`config.mk`:
```
export PLATFORM = sky130hd
export DESIGN_NAME = uart_rx_two_bytes
export DESIGN_NICKNAME = d
export VERILOG_FILES = /design/src/rtl/uart_rx_two_bytes.sv
export SDC_FILE = /design/constraint.sdc
export NUM_CORES = 1
export LEC_CHECK = 0
export CORE_MARGIN = 3
export CORE_UTILIZATION = 40
export CTS_BUF_LIST = sky130_fd_sc_hd__clkbuf_16
export CTS_CLUSTER_SIZE = 20
export DETAILED_ROUTE_END_ITERATION = 7
export GPL_ROUTABILITY_DRIVEN = 0
export PLACE_DENSITY_LB_ADDON = 0.2
export REMOVE_ABC_BUFFERS = 1
export SKIP_LAST_GASP = 1
export SYNTH_ARGS = -nofsm -noshare
export SYNTH_HDL_FRONTEND = slang
export SYNTH_SLANG_ARGS = --single-unit
```
`constraint.sdc`:
```
create_clock -name clk -period 2.3 [get_ports clk]
set_clock_uncertainty 0.15 [all_clocks]
set_input_delay 0.23 -clock clk [delete_from_list [all_inputs] [get_ports clk]]
set_output_delay 0.23 -clock clk [all_outputs]
set_load 0.02 [all_outputs]
```
`src/rtl/uart_rx_two_bytes.sv`:
```
// 8N1 UART receiver pairing consecutive bytes into 16-bit words on a valid/ready port.
// Optional idle timeout for a dangling first byte: define UART_RX_TWO_BYTES_TIMEOUT_EN.
module uart_rx_two_bytes #(
    parameter int ClocksPerBaud = 4,
    parameter int TimeoutBauds  = 16
) (
    input  logic        clk,
    input  logic        rst_n,
    input  logic        rx_in,
    output logic [15:0] word_out,
    output logic        word_valid_out,
    input  logic        word_ready_in,
    output logic        framing_error_out,
    output logic        overrun_out,
    output logic        led_left_out,
    output logic        led_center_out
);
    localparam int CntW = $clog2(ClocksPerBaud) + 1;
    localparam logic [CntW-1:0] HalfLast = CntW'(ClocksPerBaud / 2 - 1);
    localparam logic [CntW-1:0] FullLast = CntW'(ClocksPerBaud - 1);

    typedef enum logic [2:0] {IDLE, START, DATA, STOP, BREAK} state_t;

    state_t          state, state_nxt;
    logic [CntW-1:0] cnt, cnt_nxt;
    logic [2:0]      bit_idx, bit_nxt;
    logic [7:0]      shreg, shreg_nxt;
    logic            rx_meta, rxs;
    logic            byte_ok, frame_err, timeout;
    logic            byte_idx, word_done;
    logic [7:0]      hold;
    logic [15:0]     word_pend;

    always_ff @(posedge clk) begin
        if (!rst_n) begin
            rx_meta <= 1'b1;
            rxs     <= 1'b1;
            state   <= IDLE;
            cnt     <= '0;
            bit_idx <= '0;
            shreg   <= '0;
        end else begin
            rx_meta <= rx_in;
            rxs     <= rx_meta;
            state   <= state_nxt;
            cnt     <= cnt_nxt;
            bit_idx <= bit_nxt;
            shreg   <= shreg_nxt;
        end
    end

    always_comb begin
        state_nxt = state;
        cnt_nxt   = cnt + CntW'(1);
        bit_nxt   = bit_idx;
        shreg_nxt = shreg;
        byte_ok   = 1'b0;
        frame_err = 1'b0;
        case (state)
            IDLE: begin
                cnt_nxt = '0;
                if (!rxs) state_nxt = START;
            end
            START: begin
                if (cnt == HalfLast) begin
                    cnt_nxt   = '0;
                    bit_nxt   = '0;
                    state_nxt = rxs ? IDLE : DATA;
                end
            end
            DATA: begin
                if (cnt == FullLast) begin
                    cnt_nxt   = '0;
                    shreg_nxt = {rxs, shreg[7:1]};
                    bit_nxt   = bit_idx + 3'd1;
                    if (bit_idx == 3'd7) state_nxt = STOP;
                end
            end
            STOP: begin
                if (cnt == FullLast) begin
                    cnt_nxt = '0;
                    if (rxs) begin
                        byte_ok   = 1'b1;
                        state_nxt = IDLE;
                    end else begin
                        frame_err = 1'b1;
                        state_nxt = BREAK;
                    end
                end
            end
            BREAK: begin
                cnt_nxt = '0;
                if (rxs) state_nxt = IDLE;
            end
            default: state_nxt = IDLE;
        endcase
    end

`ifdef UART_RX_TWO_BYTES_TIMEOUT_EN
    localparam int TLim = TimeoutBauds * ClocksPerBaud;
    localparam int TW   = $clog2(TLim) + 1;
    logic [TW-1:0] tcnt;

    // Counts idle cycles only while a first byte is waiting for its partner.
    always_ff @(posedge clk) begin
        if (!rst_n || state != IDLE || !byte_idx) tcnt <= '0;
        else if (!timeout)                        tcnt <= tcnt + TW'(1);
    end

    assign timeout = byte_idx && (state == IDLE) && (tcnt == TW'(TLim - 1));
`else
    assign timeout = 1'b0;
`endif

    always_ff @(posedge clk) begin
        if (!rst_n) begin
            byte_idx  <= 1'b0;
            hold      <= '0;
            word_done <= 1'b0;
            word_pend <= '0;
        end else begin
            word_done <= 1'b0;
            if (byte_ok) begin
                if (!byte_idx) begin
                    hold     <= shreg;
                    byte_idx <= 1'b1;
                end else begin
                    word_pend <= {hold, shreg};
                    word_done <= 1'b1;
                    byte_idx  <= 1'b0;
                end
            end else if (frame_err || timeout) begin
                byte_idx <= 1'b0;
            end
        end
    end

    // A new word replaces the current one only if that one is gone or being accepted now.
    always_ff @(posedge clk) begin
        if (!rst_n) begin
            word_out          <= '0;
            word_valid_out    <= 1'b0;
            framing_error_out <= 1'b0;
            overrun_out       <= 1'b0;
            led_center_out    <= 1'b0;
        end else begin
            if (frame_err) framing_error_out <= 1'b1;
            if (word_done) begin
                if (!word_valid_out || word_ready_in) begin
                    word_out       <= word_pend;
                    word_valid_out <= 1'b1;
                    led_center_out <= ~led_center_out;
                end else begin
                    overrun_out <= 1'b1;
                end
            end else if (word_valid_out && word_ready_in) begin
                word_valid_out <= 1'b0;
            end
        end
    end

    assign led_left_out = framing_error_out | overrun_out;
endmodule

```
==> run metrics <==
Setup crit end kind=flop; worst-path maximum fanout=8; post-layout util=0.527; fillcell total=554; most numerous cell in the Yosys netlist=dfxtp_1; area share of the largest cell type after synthesis=0.497; arrival time worst endpoint=2000 ps; first-pass GRT wire length=8140 um; num ports=25; Die Y-Extent=86.9 um; setup violators final=0; area grow syn2layout=23.4%; dpl hpwl=3020 um; DP Cell Count=368; # H-tree levels=3; YS warnings=0; DRC violations left=0; top layer in use=met4; Synth Cell Area=0.00262 mm2; run status=finished clean; Synth area leader=dfxtp_1; Final #Nets=315; Vias=1817; largest net degree at the start of global routing=30; hold-fix buffers at CTS=0; Peak Freq=516 MHz; clock root buffer=clkbuf_16; Total Power=2.80 mW; Hold Vio Cnt, Final=0; simple-gate share of the synthesized area=0.219; register bit total from synthesis=65; worst hold path type=flop to flop; met3 routed WL=179 um; post-synthesis sequential area ratio=0.497; Final Slew Violations=0; Via density=4.73; Pre-Repair DR Iteration Count=4; r2r setup slk=360 ps; Synth Flop Type=dfxtp_1; Worst EP required=2360 ps; PD cells=866 mW/mm2; Total Wirelength=4450 um; Chip Width=86.9 um; R2R depth=7; clock transition at the registers of the reported paths=50 ps; Tcrit/Tclk final=0.842; Mapped Cells=280; Syn Area/Cell=9.36 um2; crit path launch type=flop; post-synthesis xor/xnor area fraction=0.00669; DRT met1 WL=2100 um; reg2reg start=cnt[0]; Inserted Clock Buffers=9; share of layout cells above drive strength 1=0.0906; die area=0.00756 mm2; DR WL met2=2110 um; number of synthesized flops with an enable pin=0; drt wl/cell=11.6 um; Worst Tran Pin Value=464 ps; largest family of logic cells by synthesized area=simple AND/OR/NAND/NOR gates; post-CTS setup buffers=0; unrepaired setup endpoints after global routing=no; area of the multi-input gates=0.00119 mm2; async set-reset flop share out of synthesis=0; number of nets still failing antenna checks after routing=0; Reg2Reg Capture Point=hold[4]; area share of fa/ha/maj cells after synthesis=0.0334; synth unique cells=37; DRT iter0 DRCs=77; clock latency on the worst-skew pair=320 ps; Area contributors post-synth=dfxtp_1 50%, mux2i_1 11%, nand2_1 8.2%; post-synthesis compound-gate area fraction=0.0802; post-synthesis mux area share=0.115; LEAKAGE=1.21 nW; Worst slew margin=0.690; Clock Path Buffers=2; initial antenna violation count=0; number of diodes=0; Worst setup endpoint=hold[4]; max_cap viols=0; vias in the first global route=1852; TritonCTS clock tree=yes; FP Rows=28; final std cells w/o fill=384; Post-CTS Resized=0; Initial Util=0.427; critical path class=flop to flop; top cells by count, synth=65 x dfxtp_1, 57 x nand2_1, 36 x nor2_1; Reg area=0.00130 mm2; min Tclk post-route=1940 ps; gr ovfl total=0; Num Clock Sinks=65; total negative slack=0 ps; input/output buffers=24; CP startpoint=cnt[0]; GR Util All Layers=0.138; Core Box Area=0.00613 mm2; worst vdd ir=0.590 mV
-- logic make-up after synthesis --
family                     Yosys count
and+or+nand+nor                    120
buffers and inverters               22
muxes                               30
xor gates and xnor gates             2
adders and majority gates            7
DFF                                 65
AOI/OAI and AO/OA                   34
-- how the worst min path moves through the flow --
stage / start / to / slack, ps / depth (start not counted)
2_1_floorplan: rst_n / rx_meta / 150 / 1
3_3_place_gp: rx_meta / rxs / 250 / 1
3_5_place_dp: rx_meta / rxs / 240 / 1
4_1_cts: rx_meta / rxs / 250 / 1
5_1_grt: rx_meta / rxs / 260 / 1
6_report: rx_meta / rxs / 250 / 1
-- report_power, final --
group / total (mW) / switching [mW] / internal (mW)
combinational: 0.103 / 0.0540 / 0.0493
clock: 1.53 / 0.472 / 1.06
sequential: 1.17 / 0.0266 / 1.14
-- cells in the final DEF, fill, tap and decap left out --
| cell | n |
|---|---|
| nor2_1 | 36 |
| o31ai_1 | 1 |
| a21boi_1 | 7 |
| o21ai_1 | 1 |
| nand2_1 | 57 |
| a21oi_1 | 20 |
| clkdlybuf4s50_1 | 24 |
| ha_1 | 7 |
| or3_1 | 1 |
| xnor2_1 | 1 |
| mux2i_1 | 30 |
| clkinv_4 | 1 |
| dfxtp_1 | 65 |
| and2_1 | 4 |
| nor2b_1 | 6 |
| nand3b_1 | 2 |
| nor3_1 | 1 |
| a32oi_1 | 1 |
| nand4b_1 | 1 |
| nor2_8 | 1 |
| inv_6 | 1 |
| buf_4 | 6 |
| inv_1 | 6 |
| or3b_1 | 1 |
| nand4bb_1 | 1 |
| xor2_1 | 1 |
| clkbuf_16 | 9 |
| or2_2 | 1 |
| bufinv_16 | 3 |
| a221o_1 | 1 |
| and2b_1 | 1 |
| nand4b_4 | 1 |
| o21ai_0 | 1 |
| clkinvlp_4 | 1 |
| o211ai_2 | 1 |
| nand2b_1 | 4 |
| nor3b_2 | 2 |
| a21oi_2 | 1 |
-- cell type report --
type,count,share of cell area
repair buffers,30,0.0882
flip-flops and latches,65,0.402
clock buffers,9,0.0697
multi-input cells,193,0.368
well taps,75,0.0290
clock inverters,7,0.0368
inverters,5,0.00580
-- flip-flops by register name, summed over array words and instances, names as in the netlist, 3 cells and up --
signal and count:
bit_idx 3, cnt 3, shreg 8, word_out 16, hold 8, state 3
word_pend 16
-- metal layers --
metal	vias up	GRT usage
met5	-	0
met4	0	0.0510
met3	8	0.0568
met2	25	0.231
met1	816	0.156
li1	968	-
-- stage by stage --
stage	instance area, um2	setup slack, ps	hold slack [ps]
finish	3230	362	251
global route	3230	209	261
CTS	3230	331	254
detailed placement	2890	347	242
global placement	2890	398	246
floorplan	2510	197	153
-- worst max-delay path, stage by stage (launching register included) --
cell	delay [ps]
dfxtp_1	350
ha_1	200
ha_1	220
nand4b_4	180
nor3b_2	230
buf_4	220
mux2i_1	200
nor2_1	50
(Power assumes the default switching activity.)
